===== config.mk =====
export PLATFORM = sky130hd
export DESIGN_NAME = sc_level_progress_tracker_flat
export DESIGN_NICKNAME = d
export VERILOG_FILES = /design/src/rtl/sc_level_progress_tracker_pkg.sv /design/src/rtl/sc_level_progress_tracker_if.sv /design/src/rtl/sc_rise_edge_detect.sv /design/src/rtl/sc_level_progress_tracker.sv /design/src/flat_wrapper.sv
export SDC_FILE = /design/constraint.sdc
export NUM_CORES = 1
export LEC_CHECK = 0
export CAP_MARGIN = 20
export CORE_ASPECT_RATIO = 1.5
export CORE_MARGIN = 2
export CORE_UTILIZATION = 60
export CTS_CLUSTER_DIAMETER = 200
export CTS_CLUSTER_SIZE = 12
export DETAILED_ROUTE_END_ITERATION = 16
export HOLD_SLACK_MARGIN = 0.02
export PLACE_DENSITY = 0.88
export SYNTH_ARGS = -nofsm -noshare
export SYNTH_HDL_FRONTEND = slang
export SYNTH_SLANG_ARGS = --single-unit

===== constraint.sdc =====
create_clock -name SC_LEVELPROGRESSTRACKER_CLOCK_50 -period 3.7 [get_ports SC_LEVELPROGRESSTRACKER_CLOCK_50]
set_input_delay 0.74 -clock SC_LEVELPROGRESSTRACKER_CLOCK_50 [delete_from_list [all_inputs] [get_ports SC_LEVELPROGRESSTRACKER_CLOCK_50]]
set_output_delay 0.74 -clock SC_LEVELPROGRESSTRACKER_CLOCK_50 [all_outputs]
set_load 0.05 [all_outputs]

===== src/rtl/sc_level_progress_tracker_pkg.sv =====
// rtl/sc_level_progress_tracker_pkg.sv - shared frogger level-progress types and defaults
//
// Purpose : state encoding and default game constants for the level tracker.
// Ports   : none (package).
package sc_frogger_pkg;

    typedef enum logic [1:0] {
        IDLE        = 2'd0,
        PLAYING     = 2'd1,
        LEVEL_CLEAR = 2'd2,
        WON         = 2'd3
    } trackerState_t;

    localparam int DEFAULT_MAX_LEVEL       = 20;
    localparam int DEFAULT_HOMES_PER_LEVEL = 5;

endpackage


===== src/rtl/sc_level_progress_tracker_if.sv =====
// rtl/sc_level_progress_tracker_if.sv - control/status bundle between game logic and level tracker
//
// Purpose : groups the run-control inputs and the progress outputs of the tracker.
// Signals : Start_In, GameOver_In, Goal_In (game logic -> tracker)
//           Level_OutBus, Homes_OutBus, LevelUp_Out, Pause_Out, Playing_Out, Won_Out (tracker -> game logic)
// Modports: master = frog/collision/score side, slave = the tracker.
interface sc_level_progress_tracker_if #(
    parameter int LEVEL_WIDTH = 5,
    parameter int HOME_WIDTH  = 3
);
    logic                   SC_LEVELPROGRESSTRACKER_Start_In;
    logic                   SC_LEVELPROGRESSTRACKER_GameOver_In;
    logic                   SC_LEVELPROGRESSTRACKER_Goal_In;
    logic [LEVEL_WIDTH-1:0] SC_LEVELPROGRESSTRACKER_Level_OutBus;
    logic [HOME_WIDTH-1:0]  SC_LEVELPROGRESSTRACKER_Homes_OutBus;
    logic                   SC_LEVELPROGRESSTRACKER_LevelUp_Out;
    logic                   SC_LEVELPROGRESSTRACKER_Pause_Out;
    logic                   SC_LEVELPROGRESSTRACKER_Playing_Out;
    logic                   SC_LEVELPROGRESSTRACKER_Won_Out;

    modport master (
        output SC_LEVELPROGRESSTRACKER_Start_In,
        output SC_LEVELPROGRESSTRACKER_GameOver_In,
        output SC_LEVELPROGRESSTRACKER_Goal_In,
        input  SC_LEVELPROGRESSTRACKER_Level_OutBus,
        input  SC_LEVELPROGRESSTRACKER_Homes_OutBus,
        input  SC_LEVELPROGRESSTRACKER_LevelUp_Out,
        input  SC_LEVELPROGRESSTRACKER_Pause_Out,
        input  SC_LEVELPROGRESSTRACKER_Playing_Out,
        input  SC_LEVELPROGRESSTRACKER_Won_Out
    );

    modport slave (
        input  SC_LEVELPROGRESSTRACKER_Start_In,
        input  SC_LEVELPROGRESSTRACKER_GameOver_In,
        input  SC_LEVELPROGRESSTRACKER_Goal_In,
        output SC_LEVELPROGRESSTRACKER_Level_OutBus,
        output SC_LEVELPROGRESSTRACKER_Homes_OutBus,
        output SC_LEVELPROGRESSTRACKER_LevelUp_Out,
        output SC_LEVELPROGRESSTRACKER_Pause_Out,
        output SC_LEVELPROGRESSTRACKER_Playing_Out,
        output SC_LEVELPROGRESSTRACKER_Won_Out
    );
endinterface


===== src/rtl/sc_rise_edge_detect.sv =====
// rtl/sc_rise_edge_detect.sv - rising-edge detector for level strobes and buttons
//
// Purpose : one-cycle rise indication from a level input; the delayed copy
//           updates every cycle so a held level never fires twice.
// Ports   : SC_RISEEDGEDETECT_CLOCK_50     in  clock
//           SC_RISEEDGEDETECT_RESET_InLow  in  async active-low reset
//           SC_RISEEDGEDETECT_Signal_In    in  level input
//           SC_RISEEDGEDETECT_Rise_Out     out Signal_In & ~previous Signal_In
module sc_rise_edge_detect (
    input  logic SC_RISEEDGEDETECT_CLOCK_50,
    input  logic SC_RISEEDGEDETECT_RESET_InLow,
    input  logic SC_RISEEDGEDETECT_Signal_In,
    output logic SC_RISEEDGEDETECT_Rise_Out
);
    logic signalDelayed;

    always_ff @(posedge SC_RISEEDGEDETECT_CLOCK_50 or negedge SC_RISEEDGEDETECT_RESET_InLow) begin
        if (!SC_RISEEDGEDETECT_RESET_InLow) begin
            signalDelayed <= 1'b0;
        end else begin
            signalDelayed <= SC_RISEEDGEDETECT_Signal_In;
        end
    end

    // Cleared delay at reset means a level already high at release counts once.
    assign SC_RISEEDGEDETECT_Rise_Out = SC_RISEEDGEDETECT_Signal_In & ~signalDelayed;
endmodule


===== src/rtl/sc_level_progress_tracker.sv =====
// rtl/sc_level_progress_tracker.sv - counts homes per level, pauses between levels, flags win or wraps
//
// Purpose : level/home progress FSM (IDLE, PLAYING, LEVEL_CLEAR, WON) with an
//           inter-level pause of CLEAR_HOLD cycles. All outputs are registered.
// Ports   : SC_LEVELPROGRESSTRACKER_CLOCK_50     in  clock, rising edge
//           SC_LEVELPROGRESSTRACKER_RESET_InLow  in  async active-low reset
//           trackerBus (slave)                       Start/GameOver/Goal in,
//                                                    Level/Homes/LevelUp/Pause/Playing/Won out
module sc_level_progress_tracker
    import sc_frogger_pkg::*;
#(
    parameter int LEVEL_WIDTH     = 5,
    parameter int MAX_LEVEL       = DEFAULT_MAX_LEVEL,
    parameter int HOMES_PER_LEVEL = DEFAULT_HOMES_PER_LEVEL,
    parameter int HOME_WIDTH      = 3,
    parameter int CLEAR_HOLD      = 4,
    parameter int HOLD_WIDTH      = 26,
    parameter int WRAP_MODE       = 0
) (
    input  logic SC_LEVELPROGRESSTRACKER_CLOCK_50,
    input  logic SC_LEVELPROGRESSTRACKER_RESET_InLow,
    sc_level_progress_tracker_if.slave trackerBus
);
    localparam logic [LEVEL_WIDTH-1:0] LEVEL_LAST = LEVEL_WIDTH'(MAX_LEVEL - 1);
    localparam logic [HOME_WIDTH-1:0]  HOMES_LAST = HOME_WIDTH'(HOMES_PER_LEVEL - 1);
    localparam logic [HOLD_WIDTH-1:0]  HOLD_LOAD  = HOLD_WIDTH'(CLEAR_HOLD - 1);

    trackerState_t           state, stateNext;
    logic [LEVEL_WIDTH-1:0]  levelReg, levelNext;
    logic [HOME_WIDTH-1:0]   homesReg, homesNext;
    logic [HOLD_WIDTH-1:0]   holdReg, holdNext;
    logic                    levelUpReg, levelUpNext;
    logic                    pauseReg, pauseNext;
    logic                    playingReg, playingNext;
    logic                    wonReg, wonNext;
    logic                    goalRise;
    logic                    startIn, gameOverIn;

    assign startIn    = trackerBus.SC_LEVELPROGRESSTRACKER_Start_In;
    assign gameOverIn = trackerBus.SC_LEVELPROGRESSTRACKER_GameOver_In;

    sc_rise_edge_detect goalEdge (
        .SC_RISEEDGEDETECT_CLOCK_50    (SC_LEVELPROGRESSTRACKER_CLOCK_50),
        .SC_RISEEDGEDETECT_RESET_InLow (SC_LEVELPROGRESSTRACKER_RESET_InLow),
        .SC_RISEEDGEDETECT_Signal_In   (trackerBus.SC_LEVELPROGRESSTRACKER_Goal_In),
        .SC_RISEEDGEDETECT_Rise_Out    (goalRise)
    );

    // State and registered outputs.
    always_ff @(posedge SC_LEVELPROGRESSTRACKER_CLOCK_50 or negedge SC_LEVELPROGRESSTRACKER_RESET_InLow) begin
        if (!SC_LEVELPROGRESSTRACKER_RESET_InLow) begin
            state      <= IDLE;
            levelReg   <= '0;
            homesReg   <= '0;
            holdReg    <= '0;
            levelUpReg <= 1'b0;
            pauseReg   <= 1'b0;
            playingReg <= 1'b0;
            wonReg     <= 1'b0;
        end else begin
            state      <= stateNext;
            levelReg   <= levelNext;
            homesReg   <= homesNext;
            holdReg    <= holdNext;
            levelUpReg <= levelUpNext;
            pauseReg   <= pauseNext;
            playingReg <= playingNext;
            wonReg     <= wonNext;
        end
    end

    // Next state and datapath. Priority: Start > GameOver > goal rise > hold expiry.
    always_comb begin
        stateNext = state;
        levelNext = levelReg;
        homesNext = homesReg;
        holdNext  = holdReg;
        case (state)
            IDLE: begin
                if (startIn) begin
                    stateNext = PLAYING;
                    levelNext = '0;
                    homesNext = '0;
                end
            end
            PLAYING: begin
                if (startIn) begin
                    levelNext = '0;
                    homesNext = '0;
                end else if (gameOverIn) begin
                    // Level and homes are kept so the display can show the final score.
                    stateNext = IDLE;
                end else if (goalRise) begin
                    if (homesReg >= HOMES_LAST) begin
                        homesNext = '0;
                        holdNext  = HOLD_LOAD;
                        stateNext = LEVEL_CLEAR;
                    end else begin
                        homesNext = homesReg + 1'b1;
                    end
                end
            end
            LEVEL_CLEAR: begin
                if (startIn) begin
                    stateNext = PLAYING;
                    levelNext = '0;
                    homesNext = '0;
                end else if (gameOverIn) begin
                    stateNext = IDLE;
                end else if (holdReg == '0) begin
                    if (levelReg < LEVEL_LAST) begin
                        levelNext = levelReg + 1'b1;
                        stateNext = PLAYING;
                    end else if (WRAP_MODE != 0) begin
                        levelNext = '0;
                        stateNext = PLAYING;
                    end else begin
                        stateNext = WON;
                    end
                end else begin
                    holdNext = holdReg - 1'b1;
                end
            end
            WON: begin
                if (startIn) begin
                    stateNext = PLAYING;
                    levelNext = '0;
                    homesNext = '0;
                end
            end
            default: begin
                stateNext = IDLE;
            end
        endcase
    end

    // Output decode from the next state so every output leaves a flop.
    always_comb begin
        levelUpNext = (state == PLAYING) && (stateNext == LEVEL_CLEAR);
        pauseNext   = (stateNext == LEVEL_CLEAR);
        playingNext = (stateNext == PLAYING);
        wonNext     = (stateNext == WON);
    end

    assign trackerBus.SC_LEVELPROGRESSTRACKER_Level_OutBus = levelReg;
    assign trackerBus.SC_LEVELPROGRESSTRACKER_Homes_OutBus = homesReg;
    assign trackerBus.SC_LEVELPROGRESSTRACKER_LevelUp_Out  = levelUpReg;
    assign trackerBus.SC_LEVELPROGRESSTRACKER_Pause_Out    = pauseReg;
    assign trackerBus.SC_LEVELPROGRESSTRACKER_Playing_Out  = playingReg;
    assign trackerBus.SC_LEVELPROGRESSTRACKER_Won_Out      = wonReg;
endmodule


===== src/flat_wrapper.sv =====
// flat-port wrapper written by rule: the top's interface ports become plain ports
module sc_level_progress_tracker_flat import sc_frogger_pkg::*;
#(
    parameter int LEVEL_WIDTH     = 5,
    parameter int MAX_LEVEL       = DEFAULT_MAX_LEVEL,
    parameter int HOMES_PER_LEVEL = DEFAULT_HOMES_PER_LEVEL,
    parameter int HOME_WIDTH      = 3,
    parameter int CLEAR_HOLD      = 4,
    parameter int HOLD_WIDTH      = 26,
    parameter int WRAP_MODE       = 0
)
  (SC_LEVELPROGRESSTRACKER_CLOCK_50, SC_LEVELPROGRESSTRACKER_RESET_InLow, trackerBus_SC_LEVELPROGRESSTRACKER_Start_In, trackerBus_SC_LEVELPROGRESSTRACKER_GameOver_In, trackerBus_SC_LEVELPROGRESSTRACKER_Goal_In, trackerBus_SC_LEVELPROGRESSTRACKER_Level_OutBus, trackerBus_SC_LEVELPROGRESSTRACKER_Homes_OutBus, trackerBus_SC_LEVELPROGRESSTRACKER_LevelUp_Out, trackerBus_SC_LEVELPROGRESSTRACKER_Pause_Out, trackerBus_SC_LEVELPROGRESSTRACKER_Playing_Out, trackerBus_SC_LEVELPROGRESSTRACKER_Won_Out);
  sc_level_progress_tracker_if #(.LEVEL_WIDTH(LEVEL_WIDTH), .HOME_WIDTH(HOME_WIDTH)) trackerBus_i ();
  input  logic SC_LEVELPROGRESSTRACKER_CLOCK_50;
  input  logic SC_LEVELPROGRESSTRACKER_RESET_InLow;
  input wire logic [$bits(trackerBus_i.SC_LEVELPROGRESSTRACKER_Start_In)-1:0] trackerBus_SC_LEVELPROGRESSTRACKER_Start_In;
  input wire logic [$bits(trackerBus_i.SC_LEVELPROGRESSTRACKER_GameOver_In)-1:0] trackerBus_SC_LEVELPROGRESSTRACKER_GameOver_In;
  input wire logic [$bits(trackerBus_i.SC_LEVELPROGRESSTRACKER_Goal_In)-1:0] trackerBus_SC_LEVELPROGRESSTRACKER_Goal_In;
  output wire logic [$bits(trackerBus_i.SC_LEVELPROGRESSTRACKER_Level_OutBus)-1:0] trackerBus_SC_LEVELPROGRESSTRACKER_Level_OutBus;
  output wire logic [$bits(trackerBus_i.SC_LEVELPROGRESSTRACKER_Homes_OutBus)-1:0] trackerBus_SC_LEVELPROGRESSTRACKER_Homes_OutBus;
  output wire logic [$bits(trackerBus_i.SC_LEVELPROGRESSTRACKER_LevelUp_Out)-1:0] trackerBus_SC_LEVELPROGRESSTRACKER_LevelUp_Out;
  output wire logic [$bits(trackerBus_i.SC_LEVELPROGRESSTRACKER_Pause_Out)-1:0] trackerBus_SC_LEVELPROGRESSTRACKER_Pause_Out;
  output wire logic [$bits(trackerBus_i.SC_LEVELPROGRESSTRACKER_Playing_Out)-1:0] trackerBus_SC_LEVELPROGRESSTRACKER_Playing_Out;
  output wire logic [$bits(trackerBus_i.SC_LEVELPROGRESSTRACKER_Won_Out)-1:0] trackerBus_SC_LEVELPROGRESSTRACKER_Won_Out;
  assign trackerBus_i.SC_LEVELPROGRESSTRACKER_Start_In = trackerBus_SC_LEVELPROGRESSTRACKER_Start_In;
  assign trackerBus_i.SC_LEVELPROGRESSTRACKER_GameOver_In = trackerBus_SC_LEVELPROGRESSTRACKER_GameOver_In;
  assign trackerBus_i.SC_LEVELPROGRESSTRACKER_Goal_In = trackerBus_SC_LEVELPROGRESSTRACKER_Goal_In;
  assign trackerBus_SC_LEVELPROGRESSTRACKER_Level_OutBus = trackerBus_i.SC_LEVELPROGRESSTRACKER_Level_OutBus;
  assign trackerBus_SC_LEVELPROGRESSTRACKER_Homes_OutBus = trackerBus_i.SC_LEVELPROGRESSTRACKER_Homes_OutBus;
  assign trackerBus_SC_LEVELPROGRESSTRACKER_LevelUp_Out = trackerBus_i.SC_LEVELPROGRESSTRACKER_LevelUp_Out;
  assign trackerBus_SC_LEVELPROGRESSTRACKER_Pause_Out = trackerBus_i.SC_LEVELPROGRESSTRACKER_Pause_Out;
  assign trackerBus_SC_LEVELPROGRESSTRACKER_Playing_Out = trackerBus_i.SC_LEVELPROGRESSTRACKER_Playing_Out;
  assign trackerBus_SC_LEVELPROGRESSTRACKER_Won_Out = trackerBus_i.SC_LEVELPROGRESSTRACKER_Won_Out;
  sc_level_progress_tracker #(.LEVEL_WIDTH(LEVEL_WIDTH), .MAX_LEVEL(MAX_LEVEL), .HOMES_PER_LEVEL(HOMES_PER_LEVEL), .HOME_WIDTH(HOME_WIDTH), .CLEAR_HOLD(CLEAR_HOLD), .HOLD_WIDTH(HOLD_WIDTH), .WRAP_MODE(WRAP_MODE)) u_core (.SC_LEVELPROGRESSTRACKER_CLOCK_50(SC_LEVELPROGRESSTRACKER_CLOCK_50), .SC_LEVELPROGRESSTRACKER_RESET_InLow(SC_LEVELPROGRESSTRACKER_RESET_InLow), .trackerBus(trackerBus_i));
endmodule

== Word level (Yosys, flattened, before mapping) ==
Index checks and enable logic that the tools add are counted.
W data, S select, Z words.
Cells by class
  $add $sub $neg: 3
  multipliers: 0
  eq/ne operators: 20
  order comparisons: 2
  bitwise logic cells: 2
  mux-type cells: 30
  div/mod/pow operators: 0
  reductions and logical operators: 10
  shift operators: 0
Operators by type and width (number)
  $mux W26: 7
  $pmux W26 S2: 1
  $logic_not A26 Y1: 1
  $sub A26 B1 Y26 const B: 1
  $mux W5: 5
  $mux W2: 9
  $mux W3: 5
  $ne A2 B2 Y1 const B: 6
  $pmux W5 S2: 1
  $ne A3 B3 Y1 const B: 3
  $eq A2 B2 Y1 const B: 4
  $reduce_and A8 Y1: 1
  $ne A2 B1 Y1 const B: 3
  $ne A3 B2 Y1 const B: 2
  $pmux W2 S3: 1
  $pmux W3 S2: 1
  $reduce_or A3 Y1: 2
  $add A5 B1 Y5 const B: 1
  $lt A5 B5 Y1 const B: 1
  $eq A2 B1 Y1 const B: 2
  $reduce_and A4 Y1: 1
  $add A3 B1 Y3 const B: 1
  $ge A3 B3 Y1 const B: 1
  $reduce_and A3 Y1: 1
  6 further kinds: 6
Storage, ports and cells
  logic and storage cells: 76
  output and inout bits: 12
  input bits: 5
  latch bits: 0
  register bits: 41
  memories kept: 0
  bits in read-only memories: 0
  bits in writable memories: 0

== Longest topological paths before layout ==
  depth after elaboration: 8
  gate-level depth with buffers: 8
  mapped depth without buffers: 7

== Cells and area by module ==
Synthesis repeated with hierarchy kept, for this count alone.
Unflattened totals
  cell total of the unflattened synthesis: 247
  area, all modules: 2312.2 sq um
By module, submodules not included
  sc_level_progress_tracker: cells each 245, instances 1, area each 2273.4 sq um
  sc_rise_edge_detect: cells each 2, instances 1, area each 38.8 sq um

== Worst setup path before layout ==
No wires, ideal clock.
  kind: input -> register
  start point: input trackerBus_SC_LEVELPROGRESSTRACKER_Start_In
  end point: register u_core.holdReg[18]
  cell stages on the path: 6
  setup time: 0.078 ns
  arrival: 2.116 ns
  setup slack: 1.506 ns
  cells stage by stage: nand4bb_1 > o32ai_4 > buf_6 > o211ai_2 > or4_1 > a21oi_1
Between the ends
  word-level cells in the longest chain between the ends: 2
  elaborated cells between the ends (all ways): 3
  classes of those cells: eq/ne (2); reduce/logical (1)
Ends and longest elaborated chain
  from (decl): RTL line flat_wrapper.sv:16  | input wire logic [$bits(trackerBus_i.SC_LEVELPROGRESSTRACKER_Start_In)-1:0] trackerBus_SC_LEVELPROGRESSTRACKER ...
  $ne A2 B2 Y1 (no line)
  $reduce_and A8 Y1 (no line) (*)
  to (signal assigned): RTL line sc_level_progress_tracker.sv:64  | holdReg <= holdNext;
  to (decl): RTL line sc_level_progress_tracker.sv:31  | logic [HOLD_WIDTH-1:0] holdReg, holdNext;
Mark *: on every way between the ends. The rest lies on a longest branch, timed or not.
A chain may end at the register's enable or synchronous reset.

== Worst setup path in the final report ==
Ends and elaborated chain as after synthesis.

==> metrics.csv <==
metric,value,unit
status,"finished, final reports clean",
Vert. Die Dim,81.0,um
syn nets,240,
buffers added on ports,16,
Inserted Clock Buffers,5,
share of cells above drive strength 1,0.133,
clk_lat worst skew,0.29,ns
drt via density,6.47,
final worst setup slack,0.803,ns
detailed-placement wirelength estimate,3.26,mm
1st-iter DRT viols,59,
Final Max Tran Viols,0,
Core Rows,28,
WP data required,3.91,ns
largest net degree at the start of global routing,42,
H-tree levels,2,
Area Growth Syn to Fin,11.1,%
Final Total Pwr,0.000889,W
Psw,0.000248,W
worst hold path class,flip-flop to flip-flop,
Multi-input gate area,1260,um^2
internal power,0.000641,W
"commonest non-fill, non-tap cell in the layout",dfrtp_1,
Syn Area/Cell,10.4,um^2
Hold Fails Final Rpt,0,
area occupied by registers,1030,um^2
VDD IR max,0.307,mV
Post-CTS Resized,0,
nets@finish,258,
post-route clock period utilization,0.783,
starting density of the core,0.616,
Final min period,2.90,ns
DR WL/cell,15.9,um
Yosys warning total,0,
antenna violations before repair,0,
core area,3850,um^2
CTS tree,yes,
DRC viols,0,
register area share after synthesis,0.432,
Clock Path Buffers,2,
post-route ant nets,0,
Mapped Area,2370,um^2
total clock sinks,41,
"Arr. time, crit path",3.11,ns
"Max FO, Critical Path",11,
"Setup violations, final",0,
Setup TNS,0,ns
fillers,301,
router iterations before antenna repair,4,
Root Driver,clkbuf_8,
Lkg Pwr,1.18,nW
Pwr Density,337,nW/um^2
antenna cells,0,
hold_buf cts,0,
Post-CTS Setup Repair Bufs,0,
synthesized flop and latch total,41,
Vias,1895,
Detailed Route WL,4.67,mm
RSZ-0062 raised after global routing,no,
Clock power frac,0.314,
synth unique cells,52,
Comb pwr share,0.160,
GRT overflow,0,
GPL Wtd Cong,0.854,
GRT Resource Usage Total,0.222,
fmax,345,MHz
full die area,4480,um^2
dpl ws,0.519,ns
most frequent cells in the layout,"41 x dfrtp_1, 26 x nor2_1, 20 x a21oi_1",
global-route wire length before repair,7.93,mm
clock-pin slew on the worst setup and hold paths,0.08,ns
Slew @ Worst Pin,0.903,ns
number of synthesized flops with an enable pin,0,
Seq pwr share,0.527,
Slew headroom,0.398,
crit path kind,input pin to flip-flop,
Layout Utilization,0.684,
fraction of registers with async set/reset,1.00,
Critical Path End Type,flip-flop,
sw frac,0.279,
Worst Skew,0.00919,ns
number of global-route vias before repair,1717,
Max Cap Viol,0,
prevailing post-synth register cell,dfrtp_1,
crit start category,input pin,
chip width,55.3,um
Post-Syn Instances,229,
I/O Pins,17,
## Yosys cell counts (3+ instances only)
cell,instances,area [um^2]
or3_1,10,62.6
a211oi_1,4,30.0
nor2_1,26,97.6
nor4_2,3,37.5
or4_1,7,52.6
a31oi_1,4,25.0
nor2b_1,3,18.8
dfrtp_1,41,1030
nor3_1,3,15.0
inv_1,8,30.0
ha_1,6,75.1
o31ai_1,8,60.1
xor2_1,7,61.3
nand2_1,6,22.5
o211ai_1,4,30.0
a21oi_1,20,100
o21ai_0,13,65.1
xnor2_1,3,26.3
clkbuf_1,4,15.0
nor4_1,3,18.8
## layout make-up
class                      instances  share of cell area
clock buffer                       6              0.0275
clock inverter                     2             0.00380
inverter                           8              0.0114
multi-input combinational        172               0.479
sequential                        41               0.389
tap                               45              0.0214
timing repair buffer              19              0.0674
## path summary, 6_finish.rpt
check,startpoint,end,slack [ns],depth (start not counted)
max in group asynchronous,SC_LEVELPROGRESSTRACKER_RESET_InLow,u_core.holdReg[21]$_DFFE_PN0P_,2.56,1
min in group asynchronous,SC_LEVELPROGRESSTRACKER_RESET_InLow,u_core.holdReg[6]$_DFFE_PN0P_,0.57,1
worst max register to register,u_core.state[0]$_DFF_PN0_,u_core.holdReg[18]$_DFFE_PN0P_,1.05,7
worst max-delay path,trackerBus_SC_LEVELPROGRESSTRACKER_Start_In,u_core.holdReg[18]$_DFFE_PN0P_,0.80,6
worst min-delay path,u_core.holdReg[0]$_DFFE_PN0P_,u_core.holdReg[0]$_DFFE_PN0P_,0.55,1
worst min register to register,u_core.holdReg[0]$_DFFE_PN0P_,u_core.holdReg[0]$_DFFE_PN0P_,0.55,1
## cells by family after synthesis
kind of cell,Yosys count,share of synthesized area
AND/OR/NAND/NOR,91,0.276
AO/OA/AOI/OAI,64,0.184
flip-flops,41,0.432
buffers and inverters,16,0.0348
XOR/XNOR,10,0.0369
adder cells (fa/ha/maj),6,0.0316
multiplexers,1,0.00422
## power by group through the flow
stage / clock, W / sequential, W / combinational (W)
floorplan: 0 / 0.000499 / 0.0000762
global placement: 0 / 0.000476 / 0.000139
detailed placement: 0 / 0.000477 / 0.000140
CTS: 0.000285 / 0.000469 / 0.000141
global route: 0.000302 / 0.000470 / 0.000157
finish: 0.000279 / 0.000468 / 0.000142
## critical path, cell delays in order
cell	delay, ns
clkdlybuf4s50_1	0.59
nand4bb_1	0.39
o32ai_4	0.40
o211ai_2	0.31
or4_1	0.52
a21oi_1	0.15
## stage by stage
| stage | hold slack, ns | cell area (um^2) | cells |
|---|---|---|---|
| 2_1_floorplan | 0.444 | 2370 | 229 |
| 3_3_place_gp | 0.532 | 2550 | 285 |
| 3_5_place_dp | 0.543 | 2550 | 285 |
| 4_1_cts | 0.554 | 2640 | 293 |
| 5_1_grt | 0.595 | 2640 | 293 |
| 6_report | 0.555 | 2640 | 293 |
## per-layer routing
metal | vias to the layer above | wire (um) | GRT usage
met2 | 38 | 2570 | 0.410
met5 | - | 0 | 0
met3 | 10 | 139 | 0.0334
met1 | 952 | 1860 | 0.254
li1 | 895 | - | -
met4 | 0 | 99 | 0.0927
## sequential cells by signal (all words and copies together) (netlist names)
signal,cells
u_core.trackerBus.SC_LEVELPROGRESSTRACKER_Won_Out,1
u_core.trackerBus.SC_LEVELPROGRESSTRACKER_Playing_Out,1
u_core.trackerBus.SC_LEVELPROGRESSTRACKER_Homes_OutBus,3
u_core.holdReg,26
u_core.goalEdge.signalDelayed,1
u_core.trackerBus.SC_LEVELPROGRESSTRACKER_Level_OutBus,5
u_core.trackerBus.SC_LEVELPROGRESSTRACKER_LevelUp_Out,1
u_core.state,2
u_core.trackerBus.SC_LEVELPROGRESSTRACKER_Pause_Out,1
(Power assumes the default switching activity.)
